--- src/rtl/norm_engine.sv ---
// Normalization responder for the NORM phase: out = sat((in - mean) * inv_var >>> SHIFT), 2-cycle pipeline.
// Define NORM_SATURATE_EN to clamp results to DWIDTH signed range; otherwise results wrap.
module norm_engine #(
   parameter int DWIDTH    = 8,
   parameter int NUM_ELEMS = 16,
   parameter int SHIFT     = 4
) (
   input  logic              clk,
   input  logic              reset,
   input  logic              start_norm,
   input  logic [DWIDTH-1:0] mean,
   input  logic [DWIDTH-1:0] inv_var,
   input  logic              in_valid,
   input  logic [DWIDTH-1:0] in_data,
   output logic              in_ready,
   output logic              out_valid,
   output logic [DWIDTH-1:0] out_data,
   output logic              done_norm
);
   localparam int CW = $clog2(NUM_ELEMS + 1);
   localparam int PW = 2*DWIDTH + 2;

   typedef enum logic [1:0] {IDLE, RUN, DRAIN, DONE} state_t;
   state_t state, state_next;

   logic [CW-1:0]          count;
   logic [DWIDTH-1:0]      mean_q;
   logic [DWIDTH-1:0]      inv_var_q;
   logic signed [DWIDTH:0] diff_q;
   logic                   s1_valid;
   logic                   accept;
   logic                   last_accept;
   logic                   abort;
   logic signed [PW-1:0]   prod;
   logic [DWIDTH-1:0]      result;

   assign accept      = in_valid && in_ready;
   assign abort       = !start_norm && (state == RUN || state == DRAIN);
   assign last_accept = accept && (count == CW'(NUM_ELEMS - 1));

   always_comb begin
      state_next = state;
      case (state)
         IDLE: begin
            if (start_norm) state_next = RUN;
         end
         RUN: begin
            if (!start_norm)      state_next = IDLE;
            else if (last_accept) state_next = DRAIN;
         end
         DRAIN: begin
            if (!start_norm)                  state_next = IDLE;
            else if (!s1_valid && !out_valid) state_next = DONE;
         end
         DONE: begin
            if (!start_norm) state_next = IDLE;
         end
         default: state_next = IDLE;
      endcase
   end

   // in_ready and done_norm are registered copies of the next state decode
   always_ff @(posedge clk) begin
      if (reset) begin
         state     <= IDLE;
         in_ready  <= 1'b0;
         done_norm <= 1'b0;
         count     <= '0;
         mean_q    <= '0;
         inv_var_q <= '0;
      end else begin
         state     <= state_next;
         in_ready  <= (state_next == RUN);
         done_norm <= (state_next == DONE);
         if (state == IDLE && start_norm) begin
            mean_q    <= mean;
            inv_var_q <= inv_var;
            count     <= '0;
         end else if (accept && start_norm) begin
            count <= count + 1'b1;
         end
      end
   end

   // inv_var is unsigned, so it gets a zero sign bit before the signed multiply
   assign prod = PW'(diff_q) * PW'($signed({1'b0, inv_var_q}));

`ifdef NORM_SATURATE_EN
   localparam logic signed [PW-1:0] SAT_MAX = {{(DWIDTH+3){1'b0}}, {(DWIDTH-1){1'b1}}};
   localparam logic signed [PW-1:0] SAT_MIN = {{(DWIDTH+3){1'b1}}, {(DWIDTH-1){1'b0}}};
   logic signed [PW-1:0] sh;

   assign sh = prod >>> SHIFT;

   always_comb begin
      if (sh > SAT_MAX)      result = SAT_MAX[DWIDTH-1:0];
      else if (sh < SAT_MIN) result = SAT_MIN[DWIDTH-1:0];
      else                   result = sh[DWIDTH-1:0];
   end
`else
   assign result = DWIDTH'(prod >>> SHIFT);
`endif

   // An abort flushes both stages so nothing from the dropped job escapes
   always_ff @(posedge clk) begin
      if (reset) begin
         s1_valid  <= 1'b0;
         diff_q    <= '0;
         out_valid <= 1'b0;
         out_data  <= '0;
      end else begin
         s1_valid <= accept && !abort;
         if (accept)
            diff_q <= $signed({in_data[DWIDTH-1], in_data}) - $signed({mean_q[DWIDTH-1], mean_q});
         out_valid <= s1_valid && !abort;
         if (s1_valid && !abort)
            out_data <= result;
      end
   end

endmodule

--- config.mk ---
export PLATFORM = sky130hd
export DESIGN_NAME = norm_engine
export DESIGN_NICKNAME = d
export VERILOG_FILES = /design/src/rtl/norm_engine.sv
export SDC_FILE = /design/constraint.sdc
export NUM_CORES = 1
export LEC_CHECK = 0
export ABC_AREA = 1
export ABC_CLOCK_PERIOD_IN_PS = 8100
export CAP_MARGIN = 0
export CORE_MARGIN = 4
export CORE_UTILIZATION = 30
export CTS_CLUSTER_DIAMETER = 40
export DETAILED_ROUTE_END_ITERATION = 10
export PLACE_DENSITY = 0.58
export SLEW_MARGIN = 20
export SYNTH_ARGS = -nofsm -noshare
export SYNTH_HDL_FRONTEND = slang
export SYNTH_SLANG_ARGS = --single-unit
--- constraint.sdc ---
create_clock -name clk -period 8.1 [get_ports clk]
set_input_delay 2.43 -clock clk [delete_from_list [all_inputs] [get_ports clk]]
set_output_delay 2.43 -clock clk [all_outputs]
set_load 0.03 [all_outputs]
==> flow_summary_export.csv <==
group,metric,value,unit
grt,largest_net_degree_at_the_start_of_global_routing,29,
placement,io_buffer_count,38,
cts,tritoncts,"built",
cells_and_area,layout-area-overhead-vs-synth,16.5,%
power_and_ir_drop,ir_drop,93.3,uV
timing,tightestPinTransition,523,ps
cts,ctsHtreeMaxLevel,2,
critical_path,timing_worst_setup_path_type,"reg2reg",
critical_path,critPathMaxFanout,8,
route,met1_wl,3580,um
cts,cts.repair.resized,0,
logic_synthesis,synth_compound_area_frac,0.108,
floorplanning,die_area,15300,sq um
floorplanning,die_h,124,um
floorplanning,placementRows,41,
timing,rel_slew_slack,0.650,
critical_path,cp_slowest_stage_delay,550,ps
logic_synthesis,synthTopCellsByCount,"inv_1, nand2_1, dfxtp_1, nor2_1, fa_1",
cts,cts_buf_count,5,
logic_synthesis,synthesized_netlist_net_count,663,
critical_path,timing.rr.start,"diff_q[5]$_SDFFE_PP0P_",
logic_synthesis,synth_top_cell_by_area,"dfxtp_1",
timing,rsz_0062_raised_after_global_routing,"no",
logic_synthesis,synth_top_area_share,0.220,
floorplanning,dieWidth,124,um
logic_synthesis,muxShareOfSynthArea,0,
route,number_of_remaining_drc_errors,0,
placement,gp_congestion,0.833,
floorplanning,core_area,12800,sq um
critical_path,worst_ep_required_time,8280,ps
cts,insertion_delay,290,ps
logic_synthesis,postSynthRegisterBits,44,
logic_synthesis,synthFlopType,"dfxtp_1",
critical_path,cp_top_delay_family,"adder cells",
cts,post-cts-setup-buffers,0,
critical_path,worstPathCellList,"nand2_1, fa_1, inv_1, fa_1, inv_1, fa_1, fa_1, inv_1, ha_1, a21oi_1, o21ai_1, a21oi_1, o21bai_1, nand2_1, nand2_1, o21ai_1, inv_1",
logic_synthesis,synth_edf_count,0,
route,post_drt_via_cell_ratio,4.40,
timing,worst_setup_margin,3960,ps
route,top_signal_layer_used,"met4",
logic_synthesis,synth_simple_gate_area_share,0.203,
timing,final-setup-viol-count,0,
critical_path,crit_slowest_cell,"fa_1",
grt,antenna_violations_before_repair,0,
logic_synthesis,yosys_warnings,0,
route,detailedRoute.firstPassIterationCount,4,
route,via_count,3355,
timing,layout_worst_path_cycle_share,0.511,
critical_path,timing.critical_path.from_type,"register",
logic_synthesis,post_synth_main_area_contributors,"dfxtp_1, fa_1, inv_1",
grt,grt.overflow.total,0,
route,routed_wire_length_per_instance,10.8,um
placement,dp.final_hpwl,6810,um
logic_synthesis,main_combinational_cell_family_by_area_after_synthesis,"adder cells",
logic_synthesis,most_repeated_cell_in_the_gate_level_netlist_after_synthesis,"inv_1",
logic_synthesis,number_of_instances_in_the_synthesized_netlist,563,
route,number_of_drc_markers_after_the_initial_detailed_route_iteration,159,
hold_path,hold_start,"mean_q[5]$_SDFFE_PP0P_",
timing,final_critical_period,4140,ps
logic_synthesis,synth-seq-area-share,0.220,
logic_synthesis,yosys.area_share.xor_xnor,0.0197,
critical_path,crit_buf_inv,4,
logic_synthesis,avgSynthCellArea,7.11,sq um
timing,tns,0,ps
timing,max_freq,241,MHz
route,antenna_violating_nets_post_route,0,
grt,first_global_vias,3332,
logic_synthesis,synth_adder_area_share,0.294,
power_and_ir_drop,cellPowerDensity,128,nW/um^2
logic_synthesis,postSynth.asyncResetShare,0,
placement,post-place-ws,3730,ps
cts,cts.clk_slew.worst_paths,60,ps
hold_path,holdCritPathClass,"reg2reg",
grt,grtUsageTotal,0.118,
power_and_ir_drop,cellLeakagePower,2.45,nW
critical_path,critPathLaunch,"diff_q[5]$_SDFFE_PP0P_",
floorplanning,initial_core_util,0.312,
flow_run,maxCapViolations,0,
cells_and_area,post_route_cells_drive_above_1_share,0.0407,
route,met3WireLength,213,um
cells_and_area,finalNetCount,690,
grt,grt_pass1_wl,14700,um
power_and_ir_drop,report.power.total,0.000599,W
timing,total_count_of_max_transition_violations_in_the_final_report,0,
cells_and_area,n_antenna_cell,0,
critical_path,worstSetupEndpointType,"register",
status,run_status,"finished clean",
cts,cts-root-to-sink-buffers,2,
route,wl,8230,um
timing,finClkSkew,6.93,ps
cts,cts_hold_buffers,0,
timing,report.final.hold_viol_count,0,
route,met2_wirelength,4310,um
logic_synthesis,count_of_cell_types_in_the_netlist,31,
logic_synthesis,mappedNetlistArea,4000,sq um
cts,clk_root_buffer_cell,"clkbuf_16",
cts,cts.sinks,44,
cells_and_area,utilization,0.364,
floorplanning,pin_count,39,
critical_path,critical_path_arrival,4320,ps
## report_power, final
| group | leakage (nW) | total (W) | switching (W) | internal [W] |
|---|---|---|---|---|
| clock | 0.0760 | 0.000208 | 0.0000791 | 0.000129 |
| sequential | 0.361 | 0.000249 | 0.0000198 | 0.000230 |
| combinational | 2.01 | 0.000141 | 0.0000803 | 0.0000607 |
| total | 2.45 | 0.000599 | 0.000179 | 0.000420 |
## state kept, by name (all words and copies together), names as in the netlist
name	flops
out_data	8
inv_var_q	8
mean_q	8
s1_valid	1
out_valid	1
count	5
state	2
in_ready	1
diff_q	9
done_norm	1
## logic make-up after synthesis
logic type / count (synthesis)
AO/OA/AOI/OAI: 79
flip-flops: 44
adder cells (fa/ha/maj): 72
buffers and inverters: 159
AND/OR/NAND/NOR: 200
XOR/XNOR: 9
## through the flow
| stage | area (sq um) | hold slack (ps) | std cells |
|---|---|---|---|
| 3_3_place_gp | 4510 | 447 | 755 |
| 2_1_floorplan | 4000 | 433 | 563 |
| 6_report | 4660 | 455 | 762 |
| 4_1_cts | 4660 | 461 | 762 |
| 5_1_grt | 4660 | 499 | 762 |
| 3_5_place_dp | 4510 | 451 | 755 |
## cell usage in the layout, fill, tap and decap left out, types with 8 or more instances in the layout
cell type	instances
a21oi_1	29
clkdlybuf4s50_1	38
dfxtp_1	44
fa_1	37
ha_1	35
inv_1	131
nand2_1	125
nand3_1	17
nor2_1	44
o21ai_0	28
o21ai_1	8
xor2_1	8
## area by class of cell
| class | count | area, sq um |
|---|---|---|
| fillers | 1404 | 8160 |
| multi-input cells | 360 | 2500 |
| flip-flops and latches | 44 | 881 |
| inverters | 140 | 526 |
| repair buffers | 39 | 388 |
| well taps | 172 | 215 |
| clock buffers | 7 | 153 |
## layer usage
layer | GRT usage | vias up
li1 | - | 1739
met1 | 0.141 | 1555
met2 | 0.216 | 46
met3 | 0.0183 | 15
met4 | 0.0367 | 0
met5 | 0 | -
## worst min-delay path, delay by kind of cell, from the launching register on
| kind | cells | cell delay [ps] |
|---|---|---|
| AO/OA/AOI/OAI | 1 | 50 |
| buffers and inverters | 1 | 60 |
| flip-flops | 1 | 300 |
## path summary, 6_finish.rpt
path / end / slack [ps] / depth (start not counted)
max: out_data[6]$_SDFFE_PP0P_ / 3960 / 17
min reg2reg: mean_q[5]$_SDFFE_PP0P_ / 460 / 2
max reg2reg: out_data[6]$_SDFFE_PP0P_ / 3960 / 17
min: mean_q[5]$_SDFFE_PP0P_ / 460 / 2
No activity file was read; power rests on OpenSTA's default activity.
